==> src/rtl/instruction_fetch.sv <==
// ----------------------------------------------------------------------------
// instruction_fetch -- front end of the DLX pipeline.
//
// Holds the word-addressed PC and fetches from instruction memory over a
// variable-latency req/ack handshake. The fetched word goes into the IF/ID
// register (instruc, current_PC, if_valid) that feeds decode. Decode can
// stall the stage or redirect it with branch_sel/jump_address.
//
// Ports:
//   clock, reset_n       single rising-edge clock, async active-low reset
//   imem_req/imem_addr   fetch request and its word address
//   imem_ack/imem_rdata  one-cycle completion pulse with the fetched word
//   id_stall             decode cannot accept a new instruction
//   branch_sel           redirect request from decode
//   jump_address         redirect target
//   instruc              IF/ID instruction word
//   current_PC           address of instruc plus one
//   if_valid             IF/ID holds a real instruction
//
// Optional feature: define BRANCH_DELAY_SLOT_EN to keep the delay-slot
// instruction after a taken branch instead of flushing it.
// ----------------------------------------------------------------------------
module instruction_fetch #(
    parameter int unsigned         PC_WIDTH = 10,
    parameter logic [PC_WIDTH-1:0] RESET_PC = 10'd0,
    parameter logic [31:0]         NOP_WORD = 32'h0000_0000
) (
    input  logic                clock,
    input  logic                reset_n,
    output logic                imem_req,
    output logic [PC_WIDTH-1:0] imem_addr,
    input  logic                imem_ack,
    input  logic [31:0]         imem_rdata,
    input  logic                id_stall,
    input  logic                branch_sel,
    input  logic [PC_WIDTH-1:0] jump_address,
    output logic [31:0]         instruc,
    output logic [PC_WIDTH-1:0] current_PC,
    output logic                if_valid
);

    typedef enum logic [1:0] {
        ST_IDLE = 2'd0,
        ST_REQ  = 2'd1,
        ST_HOLD = 2'd2
    } state_t;

    localparam logic [PC_WIDTH-1:0] PC_ONE = {{(PC_WIDTH-1){1'b0}}, 1'b1};

    state_t              state_q, state_d;
    logic [PC_WIDTH-1:0] pc_q, pc_d;
    // Address of the request on the bus; kept separate from pc_q so a
    // redirect never changes imem_addr while imem_req is high.
    logic [PC_WIDTH-1:0] addr_q, addr_d;
    logic [31:0]         instruc_q, instruc_d;
    logic [PC_WIDTH-1:0] cur_pc_q, cur_pc_d;
    logic                valid_q, valid_d;
    logic                squash_q, squash_d;
    logic [31:0]         skid_q, skid_d;
`ifdef BRANCH_DELAY_SLOT_EN
    logic                pend_q, pend_d;
    logic [PC_WIDTH-1:0] pend_tgt_q, pend_tgt_d;
`endif

    logic                redirect_s;
    logic                load_ok_s;
    logic [PC_WIDTH-1:0] fetch_next_s;

    assign redirect_s   = branch_sel & valid_q & ~id_stall;
    assign load_ok_s    = ~valid_q | ~id_stall;
    // addr_q is the address of the word being accepted (in REQ and HOLD).
    assign fetch_next_s = addr_q + PC_ONE;

    // Next-state and IF/ID update logic.
    always_comb begin
        state_d   = state_q;
        pc_d      = pc_q;
        addr_d    = addr_q;
        instruc_d = instruc_q;
        cur_pc_d  = cur_pc_q;
        valid_d   = valid_q;
        squash_d  = squash_q;
        skid_d    = skid_q;
`ifdef BRANCH_DELAY_SLOT_EN
        pend_d     = pend_q;
        pend_tgt_d = pend_tgt_q;
`endif
        case (state_q)
            ST_IDLE: begin
                state_d = ST_REQ;
                addr_d  = pc_q;
            end
            ST_REQ: begin
                if (redirect_s) begin
`ifdef BRANCH_DELAY_SLOT_EN
                    if (imem_ack) begin
                        // Delay-slot word arrives now: keep it, then go to target.
                        instruc_d = imem_rdata;
                        cur_pc_d  = fetch_next_s;
                        valid_d   = 1'b1;
                        pc_d      = jump_address;
                        addr_d    = jump_address;
                    end else begin
                        // Delay slot still outstanding: remember the target.
                        instruc_d  = NOP_WORD;
                        valid_d    = 1'b0;
                        pend_d     = 1'b1;
                        pend_tgt_d = jump_address;
                    end
`else
                    instruc_d = NOP_WORD;
                    valid_d   = 1'b0;
                    pc_d      = jump_address;
                    if (imem_ack) begin
                        // Arriving word is dropped; next request goes to target.
                        addr_d   = jump_address;
                        squash_d = 1'b0;
                    end else begin
                        // In-flight request must finish at its old address.
                        squash_d = 1'b1;
                    end
`endif
                end else if (imem_ack) begin
                    if (squash_q) begin
                        squash_d = 1'b0;
                        addr_d   = pc_q;
                    end else if (load_ok_s) begin
                        instruc_d = imem_rdata;
                        cur_pc_d  = fetch_next_s;
                        valid_d   = 1'b1;
`ifdef BRANCH_DELAY_SLOT_EN
                        if (pend_q) begin
                            pend_d = 1'b0;
                            pc_d   = pend_tgt_q;
                            addr_d = pend_tgt_q;
                        end else begin
                            pc_d   = fetch_next_s;
                            addr_d = fetch_next_s;
                        end
`else
                        pc_d   = fetch_next_s;
                        addr_d = fetch_next_s;
`endif
                    end else begin
                        skid_d  = imem_rdata;
                        state_d = ST_HOLD;
                    end
                end else begin
                    state_d = ST_REQ;
                end
            end
            ST_HOLD: begin
                if (redirect_s) begin
`ifdef BRANCH_DELAY_SLOT_EN
                    instruc_d = skid_q;
                    cur_pc_d  = fetch_next_s;
                    valid_d   = 1'b1;
`else
                    instruc_d = NOP_WORD;
                    valid_d   = 1'b0;
`endif
                    pc_d    = jump_address;
                    addr_d  = jump_address;
                    state_d = ST_REQ;
                end else if (!id_stall) begin
                    instruc_d = skid_q;
                    cur_pc_d  = fetch_next_s;
                    valid_d   = 1'b1;
                    pc_d      = fetch_next_s;
                    addr_d    = fetch_next_s;
                    state_d   = ST_REQ;
                end else begin
                    state_d = ST_HOLD;
                end
            end
            default: begin
                state_d = ST_IDLE;
            end
        endcase
    end

    // State and IF/ID registers with asynchronous reset.
    always_ff @(posedge clock or negedge reset_n) begin
        if (!reset_n) begin
            state_q   <= ST_IDLE;
            pc_q      <= RESET_PC;
            addr_q    <= RESET_PC;
            instruc_q <= NOP_WORD;
            cur_pc_q  <= {PC_WIDTH{1'b0}};
            valid_q   <= 1'b0;
            squash_q  <= 1'b0;
            skid_q    <= 32'h0000_0000;
`ifdef BRANCH_DELAY_SLOT_EN
            pend_q     <= 1'b0;
            pend_tgt_q <= {PC_WIDTH{1'b0}};
`endif
        end else begin
            state_q   <= state_d;
            pc_q      <= pc_d;
            addr_q    <= addr_d;
            instruc_q <= instruc_d;
            cur_pc_q  <= cur_pc_d;
            valid_q   <= valid_d;
            squash_q  <= squash_d;
            skid_q    <= skid_d;
`ifdef BRANCH_DELAY_SLOT_EN
            pend_q     <= pend_d;
            pend_tgt_q <= pend_tgt_d;
`endif
        end
    end

    assign imem_req   = (state_q == ST_REQ);
    assign imem_addr  = addr_q;
    assign instruc    = instruc_q;
    assign current_PC = cur_pc_q;
    assign if_valid   = valid_q;

endmodule
==> config.mk <==
export PLATFORM = sky130hd
export DESIGN_NAME = instruction_fetch
export DESIGN_NICKNAME = d
export VERILOG_FILES = /design/src/rtl/instruction_fetch.sv
export SDC_FILE = /design/constraint.sdc
export NUM_CORES = 1
export LEC_CHECK = 0
export CAP_MARGIN = 20
export CORE_MARGIN = 5
export CORE_UTILIZATION = 35
export CTS_CLUSTER_SIZE = 25
export DETAILED_ROUTE_END_ITERATION = 12
export HOLD_SLACK_MARGIN = 0.15
export PLACE_DENSITY = 0.68
export SETUP_SLACK_MARGIN = 0.2
export SLEW_MARGIN = 30
export SYNTH_ARGS = -nofsm -noshare
export SYNTH_HDL_FRONTEND = slang
export SYNTH_SLANG_ARGS = --single-unit
==> constraint.sdc <==
create_clock -name clock -period 2.9 [get_ports clock]
set_clock_uncertainty 0.05 [all_clocks]
set_input_delay 0.29 -clock clock [delete_from_list [all_inputs] [get_ports clock]]
set_output_delay 0.29 -clock clock [all_outputs]
set_load 0.05 [all_outputs]
======== Word level (Yosys, flattened, before mapping) ========
Index checks and enable logic that the tools add are counted.
word-level totals
  register bits ........................... 98
  bits in latches ......................... 0
  bits in writable memories ............... 0
  memory bits (read-only) ................. 0
  input bits .............................. 47
  output and inout bits ................... 54
  memories ................................ 0
operators by class
  $add $sub $neg .......................... 1
  multiply operators ...................... 0
  div/mod/pow operators ................... 0
  $lt $le $gt $ge ......................... 0
  equal/unequal tests ..................... 15
  shift-type cells ........................ 0
  muxes and demuxes ....................... 39
  bitwise gates (word level) .............. 8
  reduce and logical (&&, ||, !) cells .... 10
operator list
  kind                                                              count
  32-bit two-way mux                                                6
  10-bit two-way mux                                                12
  32-bit case mux with 2 select lines                               1
  10-bit case mux with 2 select lines                               2
  10-bit case mux with 3 select lines                               1
  2-bit two-way mux                                                 6
  10-bit by 1-bit adder with 10-bit output (second input constant)  1
  5-bit AND reduction                                               2
  1-bit two-way mux                                                 9
  3-bit != test (second input constant)                             3
  2-bit != test (second input constant)                             4
  7-bit AND reduction                                               1
  3-bit by 1-bit != test with 1-bit output (second input constant)  2
  2-bit case mux with 3 select lines                                1
  1-bit NOT                                                         5
  2-bit by 1-bit != test with 1-bit output (second input constant)  2
  4-bit by 1-bit != test with 1-bit output (second input constant)  1
  4-bit AND reduction                                               1
  2-bit nonzero test                                                2
  3-bit by 2-bit != test with 1-bit output (second input constant)  1
  3-bit AND reduction                                               1
  3-bit nonzero test                                                1
  1-bit AND                                                         2
  2-bit by 1-bit == test with 1-bit output (second input constant)  1
  other kinds (5)                                                   5

======== Depth between registers and ports, before layout ========
  depth in word-level cells ............... 7
  depth in mapped cells ................... 9

======== Least setup slack after synthesis ========
OpenSTA, ideal clock, no wires.
  kind .................................... register -> register
  from .................................... reg state_q[1]
  to ...................................... reg pc_q[2]
  setup time .............................. 128 ps
  arrival ................................. 2091 ps
  setup slack ............................. 632 ps
  stages on the path, launching flop included .. 8
  buffers on the path ..................... 2
  clock period less this slack ............ 2268 ps
  cell sequence ........................... dfrtp_1 inv_1 ha_1 clkbuf_1 nand3_1 nand2_1 buf_2 mux2_1
between the ends
  word-level cells in the longest chain between the ends .. 3
RTL lines
  what                                                                              RTL line  text
  start, declared                                                                   50        state_t state_q, state_d;
  start signal, assigned                                                            198       state_q <= state_d;
  2-bit by 1-bit == test with 1-bit output (*)                                      --
  via imem_req                                                                      30        output logic imem_req,
  3-bit by 1-bit != test with 1-bit output (no line), or another cell as far along  --
  5-bit AND reduction (no line)                                                     --
  end signal, assigned                                                              199       pc_q <= pc_d;
  end, declared                                                                     51        logic [PC_WIDTH-1:0] pc_q, pc_d;
Mark *: on every way through the listed nets, which the timed path passes. The rest lies on a longest branch.
A chain may end at the register's enable or synchronous reset.

======== Final worst setup path ========
  from .................................... reg state_q[1]
  to ...................................... out imem_req
between the ends
  word-level cells in the longest chain between the ends .. 1
RTL lines
  what                                      RTL line  text
  2-bit by 1-bit == test with 1-bit output  213       assign imem_req = (state_q == ST_REQ);
  end, declared                             30
No other way between the ends.

==> metrics.csv <==
metric,value,unit
status,completed,
fillers,1234,
synthCells,449,
fin_crit,2.392,ns
worst_setup_path_start_kind,register,
tritoncts,yes,
ff2ff_setup_slack,0.63,ns
dp_hpwl,8.363,mm
coreArea,13300,um^2
cts_max_level,3,
power.density,1330,nW/um^2
slew_viol_final,0,
r2r_cells,6,
crit_chain,inv_1 -> ha_1 -> clkdlybuf4s50_1,
clkTransAtPathRegs,0.07,ns
critPathMaxFanout,8,
maxCapViolations,0,
clockBufferDepth,2,
final_core_util,46.92,%
p_leak,2.647,nW
slew_headroom,59.56,%
worstPathArrival,2.05,ns
start_util,35.73,%
grt_use_total,15.54,%
synthesis.nets,501,
drtAntennaViolNets,0,
first_global_vias,3957,
setup_tns,0,ns
fin_cells,727,
slowest_stage,clkdlybuf4s50_1,
crit_path_end,imem_req,
synth_area,4751,um^2
startpoint,state_q[1],
grt_pass1_wl,20.09,mm
first_iter_violations,173,
end_kind,output pin,
pwr-share-clk,13.3,%
rows,42,
wl,12.04,mm
layout_common_cells,"99 x clkdlybuf4s50_1, 98 x dfrtp_1, 68 x nand2_1, 39 x mux2i_1, 38 x mux2_2",
drive_gt1_share,13.25,%
setup_viol,0,
dp.cells,711,
fp.dieH,126.5,um
synthDistinctLibCells,48,
grt_max_degree,60,
synth_seq_cells,98,
p_total,8.297,mW
cp_data_required_time,2.56,ns
portBuffers,100,
cts_buffers,9,
clock_sinks,98,
remaining_drc_errors,0,
clk_latency,0.34,ns
vdd_ir_drop_max,0.0005079,V
timing.rr.end,imem_addr[4],
postCtsSetupRepairBufs,0,
area.sequential,2452,um^2
finalNetCount,599,
die_w,126.5,um
multiInputGateArea,2146,um^2
fmax,0.4180,GHz
ys_seq_area_share,51.62,%
gp_congestion,0.8516,
cp.buffers_inverters,2,
diodes,0,
place_ws,0.4391,ns
wl_per_cell,16.57,um
p_int,4.426,mW
dr.pass1.iters,4,
critical_path_class,register to output pin,
synth_area_per_cell,10.58,um^2
sw_frac_of_total,46.65,%
vias_per_cell,5.146,
finalCritPeriodShare,82.49,%
path_depth,3,
grt_overflow_total,0,
worstMarginPinSlew,0.6066,ns
top_level_ports,101,
power_frac_comb,56.5,%
layout_setup_ws,0.5077,ns
crit_family,buffers and inverters,
hp-class,primary input to async pin,
die_area,16000,um^2
cts-root-buf,clkbuf_16,
rr_startpoint,squash_q,
seqPwrFrac,30.2,%
hold_viol,0,
area_growth_syn_to_layout,31.31,%
final_common_cell,clkdlybuf4s50_1,
yosysWarnings,0,
rsz0062_at_grt,false,
critPathMaxStageDelay,0.88,ns
num_vias,3741,
grt_antenna_before_repair,0,
power.switching,3.871,mW
## power by group through the flow
stage	clock network (mW)	logic [mW]	registers, mW
after floorplan	0	2.16	3.55
after global placement	0	4.63	2.48
after detailed placement	0	4.73	2.52
after CTS	1.14	4.74	2.50
after global routing	1.20	5.08	2.60
final	1.11	4.69	2.50
## stage by stage
step                      area, um^2  hold slack, ns
after global placement          5964          0.2664
after global routing            6238          0.4654
after floorplan                 4751        -0.05559
after CTS                       6238          0.4357
after detailed placement        5964          0.2700
final                           6238          0.4193
## worst register-to-register path: cells and delay by family, from the launching register on
| kind | cells | cell delay (ns) |
|---|---|---|
| simple gates | 1 | 0.16 |
| flops | 1 | 0.70 |
| mux | 1 | 0.19 |
| compound gates | 3 | 0.80 |
| buf+inv | 1 | 0.26 |
## per-layer routing
layer | vias to the layer above | global-route usage [%] | part of all wire [%]
met1 | 1826 | 18.81 | 42
met2 | 120 | 25.65 | 49
met3 | 10 | 5.843 | 7.6
li1 | 1785 | - | -
met4 | 0 | 4.984 | 1.1
met5 | - | 0 | 0
## Yosys cell counts (all sizes together)
| cell type | number | area share [%] |
|---|---|---|
| a211o | 2 | 0.37 |
| a211oi | 6 | 1.2 |
| a21boi | 1 | 0.16 |
| a21o | 7 | 1.1 |
| a21oi | 14 | 1.6 |
| a221oi | 3 | 0.55 |
| a22oi | 3 | 0.47 |
| a311oi | 1 | 0.18 |
| a31oi | 2 | 0.26 |
| a41o | 1 | 0.21 |
| and3b | 1 | 0.18 |
| buf | 16 | 1.7 |
| clkbuf | 12 | 0.95 |
| dfrtp | 98 | 52 |
| ha | 5 | 1.3 |
| inv | 8 | 0.63 |
| mux2 | 39 | 9.2 |
| mux2i | 39 | 8.2 |
| nand2 | 69 | 5.5 |
| nand2b | 2 | 0.26 |
| nand3 | 9 | 0.95 |
| nand3b | 1 | 0.16 |
| nand4 | 2 | 0.26 |
| nor2 | 17 | 1.3 |
| nor2b | 5 | 0.66 |
| nor3 | 3 | 0.32 |
| o2111ai | 1 | 0.18 |
| o211ai | 4 | 0.63 |
| o21a | 2 | 0.32 |
| o21ai | 55 | 5.9 |
| o21bai | 1 | 0.16 |
| o221a | 1 | 0.24 |
| o221ai | 2 | 0.37 |
| o22ai | 1 | 0.13 |
| o311a | 1 | 0.21 |
| o31ai | 3 | 0.47 |
| o32a | 1 | 0.21 |
| or2 | 2 | 0.26 |
| or3 | 2 | 0.26 |
| xnor2 | 3 | 0.55 |
| xor2 | 4 | 0.74 |
## cell type report
type | instances | area share (%)
tap | 176 | 3.530
clock inverter | 2 | 0.2206
clock buffer | 13 | 4.011
timing repair buffer | 115 | 18.05
inverter | 8 | 0.4813
sequential | 98 | 39.31
multi-input combinational | 315 | 34.40
## registers in the layout, summed over array words and instances (netlist names)
name and count:
if_valid 1, instruc 32, imem_addr 10, state_q 2
current_PC 10, skid_q 32, pc_q 10, squash_q 1
## logic make-up (layout without fill, tap and decap cells)
group                    count (synthesis)  in the layout  share of synthesized area [%]
adder cells (fa/ha/maj)                  5              5                          1.317
AND/OR/NAND/NOR                        113            113                          10.11
XOR/XNOR                                 7              7                          1.291
flip-flops                              98             98                          51.62
multiplexers                            78             78                          17.46
buffers and inverters                   36            138                          3.318
AO/OA/AOI/OAI                          112            112                          14.88
## worst min-delay path by stage
stage                         end
floorplan           current_PC[0]
detailed placement  current_PC[8]
CTS                      squash_q
finish              current_PC[7]
global route          instruc[13]
global placement     imem_addr[9]
## repair_timing
| item | 4_1_cts | 5_1_grt |
|---|---|---|
| hold endpoints to repair | 39 | 0 |
| hold buffers | 1 | 0 |
| setup endpoints to repair | 0 | 0 |
| resized for setup | 0 | 0 |
(Power assumes the default switching activity.)
